--- src/rtl/mips_mem_arbiter.sv ---
`default_nettype none
// ============================================================================
//  Module      : mips_mem_arbiter
//  Description : Sequences one shared word-addressed memory between the
//                pipeline instruction-fetch port and the data port. One
//                access in flight at a time, fixed memory latency, one-cycle
//                ready pulse to the winner, combinational stall back to the
//                pipeline. DM wins contention unless IF has lost STARVE_LIM
//                arbitrations in a row.
//                Optional macro ARB_PERF_CNT_EN adds perf_if_stall and
//                perf_dm_acc saturating performance counters.
//  Revision    : 1.0 - initial release
// ============================================================================
module mips_mem_arbiter #(
    parameter int MEM_LAT    = 1,
    parameter int STARVE_LIM = 3,
    parameter int ADDR_W     = 32
) (
    input  logic              clk,
    input  logic              rst,
    input  logic              if_req,
    input  logic [ADDR_W-1:0] if_addr,
    output logic [31:0]       if_rdata,
    output logic              if_ready,
    input  logic              dm_req,
    input  logic              dm_wr,
    input  logic [ADDR_W-1:0] dm_addr,
    input  logic [31:0]       dm_wdata,
    output logic [31:0]       dm_rdata,
    output logic              dm_ready,
    output logic              stall_if,
    output logic              stall_dm,
    output logic              mem_en,
    output logic              mem_wr,
    output logic [ADDR_W-1:0] mem_addr,
    output logic [31:0]       mem_wdata,
    input  logic [31:0]       mem_rdata
`ifdef ARB_PERF_CNT_EN
    ,
    output logic [31:0]       perf_if_stall,
    output logic [31:0]       perf_dm_acc
`endif
);

    typedef enum logic [1:0] {
        ST_IDLE    = 2'd0,
        ST_BUSY_IF = 2'd1,
        ST_BUSY_DM = 2'd2,
        ST_DONE    = 2'd3
    } state_t;

    localparam logic [2:0] c_mem_lat    = 3'(MEM_LAT);
    localparam logic [3:0] c_starve_lim = 4'(STARVE_LIM);
    localparam logic [3:0] c_starve_max = 4'hF;

    state_t              r_state;
    state_t              w_next_state;
    logic [2:0]          r_lat_cnt;
    logic [3:0]          r_starve;
    logic                r_owner_dm;
    logic                r_mem_en;
    logic                r_mem_wr;
    logic [ADDR_W-1:0]   r_mem_addr;
    logic [31:0]         r_mem_wdata;
    logic [31:0]         r_if_rdata;
    logic [31:0]         r_dm_rdata;
    logic                w_grant_if;
    logic                w_grant_dm;
    logic                w_capture;
    logic                w_busy;

    // State register
    always_ff @(posedge clk) begin
        if (rst) begin
            r_state <= ST_IDLE;
        end else begin
            r_state <= w_next_state;
        end
    end

    // Arbitration, latency wait and completion sequencing
    always_comb begin
        w_next_state = r_state;
        w_grant_if   = 1'b0;
        w_grant_dm   = 1'b0;
        w_capture    = 1'b0;
        case (r_state)
            ST_IDLE: begin
                // DM normally wins; a starved IF takes the slot instead
                if (dm_req && (!if_req || (r_starve < c_starve_lim))) begin
                    w_grant_dm   = 1'b1;
                    w_next_state = ST_BUSY_DM;
                end else if (if_req) begin
                    w_grant_if   = 1'b1;
                    w_next_state = ST_BUSY_IF;
                end
            end
            ST_BUSY_IF, ST_BUSY_DM: begin
                if (r_lat_cnt == 3'd0) begin
                    w_capture    = 1'b1;
                    w_next_state = ST_DONE;
                end
            end
            ST_DONE: begin
                w_next_state = ST_IDLE;
            end
            default: begin
                w_next_state = ST_IDLE;
            end
        endcase
    end

    assign w_busy = (r_state == ST_BUSY_IF) || (r_state == ST_BUSY_DM);

    // Memory request registers and latency counter, loaded on a grant
    always_ff @(posedge clk) begin
        if (rst) begin
            r_lat_cnt   <= 3'd0;
            r_owner_dm  <= 1'b0;
            r_mem_en    <= 1'b0;
            r_mem_wr    <= 1'b0;
            r_mem_addr  <= '0;
            r_mem_wdata <= 32'd0;
        end else begin
            // strobe lasts exactly the cycle after the grant
            r_mem_en <= w_grant_if | w_grant_dm;
            r_mem_wr <= w_grant_dm & dm_wr;
            if (w_grant_dm) begin
                r_owner_dm  <= 1'b1;
                r_mem_addr  <= dm_addr;
                r_mem_wdata <= dm_wdata;
                r_lat_cnt   <= c_mem_lat;
            end else if (w_grant_if) begin
                r_owner_dm  <= 1'b0;
                r_mem_addr  <= if_addr;
                r_lat_cnt   <= c_mem_lat;
            end else if (w_busy && (r_lat_cnt != 3'd0)) begin
                r_lat_cnt <= r_lat_cnt - 3'd1;
            end
        end
    end

    // Starvation counter: counts IF losses under contention
    always_ff @(posedge clk) begin
        if (rst) begin
            r_starve <= 4'd0;
        end else if (w_grant_if) begin
            r_starve <= 4'd0;
        end else if (w_grant_dm && if_req && (r_starve != c_starve_max)) begin
            r_starve <= r_starve + 4'd1;
        end
    end

    // Read data capture; values hold until the owner's next capture
    always_ff @(posedge clk) begin
        if (rst) begin
            r_if_rdata <= 32'd0;
            r_dm_rdata <= 32'd0;
        end else if (w_capture) begin
            if (r_owner_dm) begin
                r_dm_rdata <= mem_rdata;
            end else begin
                r_if_rdata <= mem_rdata;
            end
        end
    end

`ifdef ARB_PERF_CNT_EN
    logic [31:0] r_perf_if_stall;
    logic [31:0] r_perf_dm_acc;

    // Saturating stall-cycle and DM-grant counters
    always_ff @(posedge clk) begin
        if (rst) begin
            r_perf_if_stall <= 32'd0;
            r_perf_dm_acc   <= 32'd0;
        end else begin
            if (stall_if && (r_perf_if_stall != 32'hFFFF_FFFF)) begin
                r_perf_if_stall <= r_perf_if_stall + 32'd1;
            end
            if (w_grant_dm && (r_perf_dm_acc != 32'hFFFF_FFFF)) begin
                r_perf_dm_acc <= r_perf_dm_acc + 32'd1;
            end
        end
    end

    assign perf_if_stall = r_perf_if_stall;
    assign perf_dm_acc   = r_perf_dm_acc;
`endif

    assign if_ready  = (r_state == ST_DONE) && !r_owner_dm;
    assign dm_ready  = (r_state == ST_DONE) &&  r_owner_dm;
    assign stall_if  = if_req & ~if_ready;
    assign stall_dm  = dm_req & ~dm_ready;
    assign mem_en    = r_mem_en;
    assign mem_wr    = r_mem_wr;
    assign mem_addr  = r_mem_addr;
    assign mem_wdata = r_mem_wdata;
    assign if_rdata  = r_if_rdata;
    assign dm_rdata  = r_dm_rdata;

endmodule
`default_nettype wire

--- config.mk ---
export PLATFORM = sky130hd
export DESIGN_NAME = mips_mem_arbiter
export DESIGN_NICKNAME = d
export VERILOG_FILES = /design/src/rtl/mips_mem_arbiter.sv
export SDC_FILE = /design/constraint.sdc
export NUM_CORES = 1
export LEC_CHECK = 0
export CAP_MARGIN = 20
export CORE_UTILIZATION = 42
export CTS_CLUSTER_DIAMETER = 30
export CTS_CLUSTER_SIZE = 40
export DETAILED_ROUTE_END_ITERATION = 8
export PLACE_DENSITY = 0.81
export SLEW_MARGIN = 30
export SYNTH_ARGS = -nofsm -noshare
export SYNTH_HDL_FRONTEND = slang
export SYNTH_SLANG_ARGS = --single-unit
--- constraint.sdc ---
create_clock -name clk -period 1.85 [get_ports clk]
set_input_delay 0.2775 -clock clk [delete_from_list [all_inputs] [get_ports clk]]
set_output_delay 0.2775 -clock clk [all_outputs]
set_load 0.03 [all_outputs]
==> results.sh, run 1 <==
export IMPL_status="finished, final reports clean"
export IMPL_final_common_cell="clkdlybuf4s50_1"
export IMPL_die_y_um=119.8
export IMPL_path_depth=6
export IMPL_final_layout_size_suffix_gt1_share_pct=8.842
export IMPL_routabilityCongestion=0.8299
export IMPL_cts_buffers=17
export IMPL_seq_area_frac_synth_pct=48.06
export IMPL_htree_levels=4
export IMPL_grt_usage_pct=25.46
export IMPL_routedWlPerCell_um=16.21
export IMPL_hpwl_mm=12.40
export IMPL_whs_ps=346.1
export IMPL_setup_violations=0
export IMPL_drtIter0Drc=423
export IMPL_vias_per_cell=5.338
export IMPL_timing_final_ws_setup_ps=84.50
export IMPL_path_class="register to register"
export IMPL_placementRows=42
export IMPL_path_max_fanout=17
export IMPL_fillers=1034
export IMPL_wl_met3_mm=1.084
export IMPL_vdd_drop_max_mv=0.6939
export IMPL_rsz0062_at_grt="false"
export IMPL_antenna_found_initial=0
export IMPL_syn_nets=827
export IMPL_synth_cell_area_um2=5832
export IMPL_start_util_pct=43.52
export IMPL_ctsHoldBuffers=0
export IMPL_slowest_stage="o31a_2"
export IMPL_dieArea_um2=14360
export IMPL_nets=1075
export IMPL_drc_errors=0
export IMPL_slew_violations=0
export IMPL_grt_max_degree=71
export IMPL_total_power_mw=13.79
export IMPL_stdcell_count=1126
export IMPL_post_cts_buffers=0
export IMPL_syn_avg_cell_area_um2=8.464
export IMPL_start_kind="register"
export IMPL_worst_pin_slew_ps=496.7
export IMPL_clock_path_buffers=2
export IMPL_fin_worst_skew_ps=7.889
export IMPL_hp_class="primary input to register"
export IMPL_io_buffers=266
export IMPL_clkTransAtPathRegs_ps=60
export IMPL_maxCapViolCount=0
export IMPL_dp_slack_ps=-118.2
export IMPL_ys_types=43
export IMPL_diodes=0
export IMPL_fmax_ghz=0.5664
export IMPL_fin_crit_sh_pct=95.43
export IMPL_critPathTopFamily="compound AO/OA/AOI/OAI gates"
export IMPL_worstPathRequired_ps=2170
export IMPL_cts_tree="built"
export IMPL_path_cells="ha_1 -> o31a_2 -> buf_4 -> or2_4 -> buf_12 -> o21ai_0"
export IMPL_slew_headroom_pct=66.42
export IMPL_top_layer="met4"
export IMPL_yosys_warnings=0
export IMPL_crit_path_end_kind="register"
export IMPL_worst_r2r_path_depth=6
export IMPL_cts_root_buffer="clkbuf_16"
export IMPL_core_area_um2=13400
export IMPL_routed_wl_mm=18.25
export IMPL_synthCells=689
export IMPL_synth_largest_area_cell="dfxtp_1"
export IMPL_post_route_min_period_ps=1766
export IMPL_power_density_nw_per_um2=1466
export IMPL_grt_pass1_vias=5705
export IMPL_synth_seq_cells=140
export IMPL_first_pass_iters=4
export IMPL_cp_slowest_stage_delay_ps=350
export IMPL_route_met2_wl_mm=8.848
export IMPL_fp_dieW_um=119.8
export IMPL_clock_sinks=140
export IMPL_vias=6011
export IMPL_critPathBufInv=2
export IMPL_final_cell_mix="260 x clkdlybuf4s50_1, 164 x nand2_1, 140 x dfxtp_1"
export IMPL_insertion_delay_ps=410
export IMPL_pin_count=267
export IMPL_min_path_cells=3
export IMPL_postRouteAntennaNets=0
export IMPL_place_inst=1094
export IMPL_p_leak_nw=3.391
export IMPL_wl_met1_mm=7.595
export IMPL_areaGrowthSynthToFinish_pct=61.25
export IMPL_grt_pass1_wl_mm=28.74
export IMPL_yosysTopAreaCellShare_pct=48.06
export IMPL_hold_viol=0
export IMPL_grt_overflow_total=0
export IMPL_cp_arrival_ps=2080
export IMPL_synthTopCellsByArea="dfxtp_1 48%, nand2_1 11%, a21oi_1 5.7%"
## logic make-up (layout without fill, tap and decap cells)
| family | after synthesis | count (layout) | synth area share (%) |
|---|---|---|---|
| AO/OA/AOI/OAI | 208 | 208 | 24.07 |
| adder cells (fa/ha/maj) | 5 | 5 | 1.073 |
| buffers and inverters | 79 | 340 | 6.758 |
| flip-flops | 140 | 140 | 48.06 |
| multiplexers | 1 | 1 | 0.1716 |
| AND/OR/NAND/NOR | 256 | 256 | 19.87 |
## flip-flops by register name (all words and copies together), names as in the netlist, 2 cells and up
signal	cells
mem_addr	32
mem_wdata	32
r_starve	4
if_rdata	32
r_lat_cnt	3
dm_rdata	32
r_state	2
## worst register-to-register path: cells and delay by family, from the launching register on
kind / cells / cell delay, ps
AOI/OAI and AO/OA: 2 / 560
buffers and inverters: 2 / 320
DFF: 1 / 310
and+or+nand+nor: 1 / 270
adders and majority gates: 1 / 210
## cell usage after synthesis (all sizes together)
| cell type | n |
|---|---|
| nand2 | 165 |
| dfxtp | 140 |
| a21oi | 67 |
| buf | 39 |
| o21ai | 35 |
| clkbuf | 34 |
| nand3 | 33 |
| o211ai | 33 |
| a221o | 32 |
| nor4 | 32 |
| o21a | 32 |
| inv | 6 |
| ha | 5 |
| nor2 | 5 |
| nor2b | 4 |
| and2 | 3 |
| and3 | 3 |
| a21boi | 2 |
| a31oi | 2 |
| nand2b | 2 |
| or2 | 2 |
| a311oi | 1 |
| and4b | 1 |
| mux2i | 1 |
| nand3b | 1 |
| nand4b | 1 |
| nand4bb | 1 |
| nor4b | 1 |
| nor4bb | 1 |
| o2111ai | 1 |
| o221a | 1 |
| o31a | 1 |
| o32ai | 1 |
| or3b | 1 |
## per-stage QoR
step / setup TNS (ps) / util, % / cell area [um^2]
floorplan: 0 / - / 5832
global placement: -773.4 / 65.57 / 8787
detailed placement: -3154 / 65.57 / 8787
CTS: 0 / 70.14 / 9399
global route: 0 / 70.18 / 9404
finish: 0 / 70.18 / 9404
## where the power goes
group          total [mW]  internal [mW]  switching (mW)
sequential           4.18           3.78           0.400
combinational        6.14           2.61            3.52
clock                3.46           2.16            1.31
total                13.8           8.55            5.23
## routing by layer
layer | up-vias | track usage, %
met5 | - | 0
met4 | 0 | 13.67
met3 | 50 | 6.464
met2 | 219 | 42.12
met1 | 2789 | 30.21
li1 | 2953 | -
## repair_timing
action                                  4_1_cts  5_1_grt
endpoints found under the setup margin        2        5
resized for setup                             2        5
cloned                                        0        0
## area by class of cell
| cell class | instances | area (um^2) | share of cell area [%] |
|---|---|---|---|
| clock inverter | 14 | 170.2 | 1.809 |
| tap | 176 | 220.2 | 2.342 |
| sequential | 140 | 2803 | 29.80 |
| timing repair buffer | 302 | 3090 | 32.86 |
| multi-input combinational | 470 | 2659 | 28.27 |
| inverter | 6 | 22.52 | 0.2395 |
| clock buffer | 18 | 439.2 | 4.670 |
## worst paths after layout
check                         endpoint  slack [ps]                       from
min                  mem_en$_SDFF_PP0_         350                        rst
max          mem_wdata[0]$_SDFFE_PP0N_          80   r_starve[0]$_SDFFE_PP0P_
min reg2reg  if_rdata[25]$_SDFFE_PP0P_         450  if_rdata[25]$_SDFFE_PP0P_
max reg2reg  mem_wdata[0]$_SDFFE_PP0N_          80   r_starve[0]$_SDFFE_PP0P_
(Power assumes the default switching activity.)
==> run 2: changes to the inputs <==
Settings changed: CELL_PAD_IN_SITES_DETAIL_PLACEMENT from default to 0, CELL_PAD_IN_SITES_GLOBAL_PLACEMENT from default to 1, CORE_UTILIZATION 42 to 29, PLACE_DENSITY 0.81 to default, PLACE_DENSITY_LB_ADDON from default to 0.1.
==> run 2 against run 1 <==
  * Sequential share of layout area decreased by 0.31 points
  * Cell area is 1.1% higher
  * Via count fell by 0.12%
  * Register-to-register slack improved by 30 ps
  * Sequential cell count is the same
  * Critical path type is now register to output port
  * Critical endpoint is now mem_wdata[2]
==> results.sh, run 2 (synthesis results as in run 1) <==
export IMPL_nets=1070
export IMPL_met1_usage_pct=23.49
export IMPL_grt_max_degree=47
export IMPL_final_layout_size_suffix_gt1_share_pct=8.466
export IMPL_p_sw_mw=5.300
export IMPL_multi_input_area_um2=2666
export IMPL_slew_headroom_pct=67.68
export IMPL_maxCapViolCount=0
export IMPL_grt_usage_pct=18.68
export IMPL_grt_pass1_vias=5795
export IMPL_htree_levels=4
export IMPL_fmax_ghz=0.5699
export IMPL_grt_busiest_layer="met2"
export IMPL_vdd_drop_max_mv=0.6372
export IMPL_p_seq_share_pct=30.0
export IMPL_hold_viol=0
export IMPL_power_density_nw_per_um2=1479
export IMPL_p_int_mw=8.753
export IMPL_core_area_um2=19590
export IMPL_cp_arrival_ps=1480
export IMPL_clkTransAtPathRegs_ps=60
export IMPL_setup_violations=0
export IMPL_areaGrowthSynthToFinish_pct=62.95
export IMPL_pin_count=267
export IMPL_routedWlPerCell_um=16.11
export IMPL_fp_dieW_um=143.8
export IMPL_path_cells="clkdlybuf4s50_1"
export IMPL_path_depth=1
export IMPL_clock_sinks=140
export IMPL_post_route_min_period_ps=1755
export IMPL_crit_path_end_kind="output port"
export IMPL_timing_final_ws_setup_ps=95.20
export IMPL_cts_tree="built"
export IMPL_final_common_cell="clkdlybuf4s50_1"
export IMPL_drc_errors=0
export IMPL_final_cell_mix="261 x clkdlybuf4s50_1, 164 x nand2_1, 140 x dfxtp_1"
export IMPL_routed_wl_mm=19.49
export IMPL_status="finished, final reports clean"
export IMPL_fin_crit_sh_pct=94.85
export IMPL_min_path_cells=3
export IMPL_die_y_um=143.8
export IMPL_vias_per_cell=4.962
export IMPL_fin_worst_skew_ps=4.905
export IMPL_start_util_pct=29.77
export IMPL_swShare_pct=37.72
export IMPL_seq_area_um2=2803
export IMPL_dieArea_um2=20680
export IMPL_use_met2_pct=30.05
export IMPL_diodes=0
export IMPL_vias=6004
export IMPL_worstPathRequired_ps=1570
export IMPL_clock_path_buffers=2
export IMPL_first_pass_iters=5
export IMPL_p_leak_nw=3.373
export IMPL_path_max_fanout=2
export IMPL_grt_pass1_wl_mm=29.93
export IMPL_antenna_found_initial=0
export IMPL_critPathBufInv=1
export IMPL_routabilityCongestion=0.7816
export IMPL_start_kind="register"
export IMPL_rsz0062_at_grt="false"
export IMPL_io_buffers=266
export IMPL_path_class="register to output port"
export IMPL_worst_r2r_path_depth=7
export IMPL_cp_slowest_stage_delay_ps=690
export IMPL_hp_class="primary input to register"
export IMPL_p_clk_share_pct=26.7
export IMPL_slew_violations=0
export IMPL_cts_root_buffer="clkbuf_16"
export IMPL_slowest_stage="clkdlybuf4s50_1"
export IMPL_critPathTopFamily="buffers and inverters"
export IMPL_insertion_delay_ps=420
export IMPL_grt_overflow_total=0
export IMPL_pwr_share_comb_pct=43.2
export IMPL_postRouteAntennaNets=0
export IMPL_dp_slack_ps=-179.7
export IMPL_worst_pin_slew_ps=484.8
export IMPL_gr_usage_met3_pct=5.465
export IMPL_placementRows=51
export IMPL_hpwl_mm=13.62
export IMPL_setup_tns_ps=0
export IMPL_drtIter0Drc=290
export IMPL_fillers=1894
export IMPL_cts_buffers=17
==> run 2: routing by layer <==
| layer | wire (um) | vias up |
|---|---|---|
| met2 | 9025 | 232 |
| met3 | 1726 | 26 |
| li1 | - | 2937 |
| met5 | 0 | - |
| met4 | 343 | 0 |
| met1 | 8398 | 2809 |
==> run 2: worst min-delay path, delay by kind of cell <==
family	cells	cell delay [ps]
AND/OR/NAND/NOR	1	110
buffers and inverters	2	370
==> run 2: final cells by class <==
cell class / count / area share, %
multi-input cells: 470 / 28.06
flip-flops and latches: 140 / 29.49
well taps: 265 / 3.489
clock buffers: 19 / 4.556
inverters: 6 / 0.2370
repair buffers: 297 / 31.92
clock inverters: 13 / 2.251
==> run 2: path summary, 6_finish.rpt <==
check	endpoint	slack, ps	startpoint
hold / removal	mem_en$_SDFF_PP0_	400	rst
setup reg to reg	mem_addr[29]$_SDFFE_PP0P_	110	r_state[0]$_SDFFE_PP0P_
hold reg to reg	if_rdata[8]$_SDFFE_PP0P_	450	if_rdata[8]$_SDFFE_PP0P_
setup / recovery	mem_wdata[2]	100	mem_wdata[2]$_SDFFE_PP0N_
==> run 2: timing repair <==
action,in CTS,in global routing
hold buffers,0,0
gates resized for setup,0,4
endpoints found under the setup margin,0,33
setup buffers,0,0
==> run 2: power groups by stage <==
stage               registers, mW  logic (mW)  clock network [mW]
finish                       4.22        6.07                3.76
global route                 4.32        6.50                3.98
CTS                          4.23        6.10                3.85
detailed placement           4.29        6.08                   0
global placement             4.26        6.01                   0
floorplan                    5.62        2.07                   0
==> run 2: stage by stage <==
| step | hold slack, ps | std cells | util, % | instance area [um^2] | total power, mW |
|---|---|---|---|---|---|
| floorplan | 410.1 | 689 | - | 5832 | 7.697 |
| global placement | 442.2 | 1178 | 45.16 | 8846 | 10.28 |
| detailed placement | 446.3 | 1178 | 45.16 | 8846 | 10.37 |
| CTS | 372.8 | 1210 | 48.46 | 9493 | 14.19 |
| global route | 407.9 | 1210 | 48.51 | 9503 | 14.79 |
| finish | 400.4 | 1210 | 48.51 | 9503 | 14.05 |
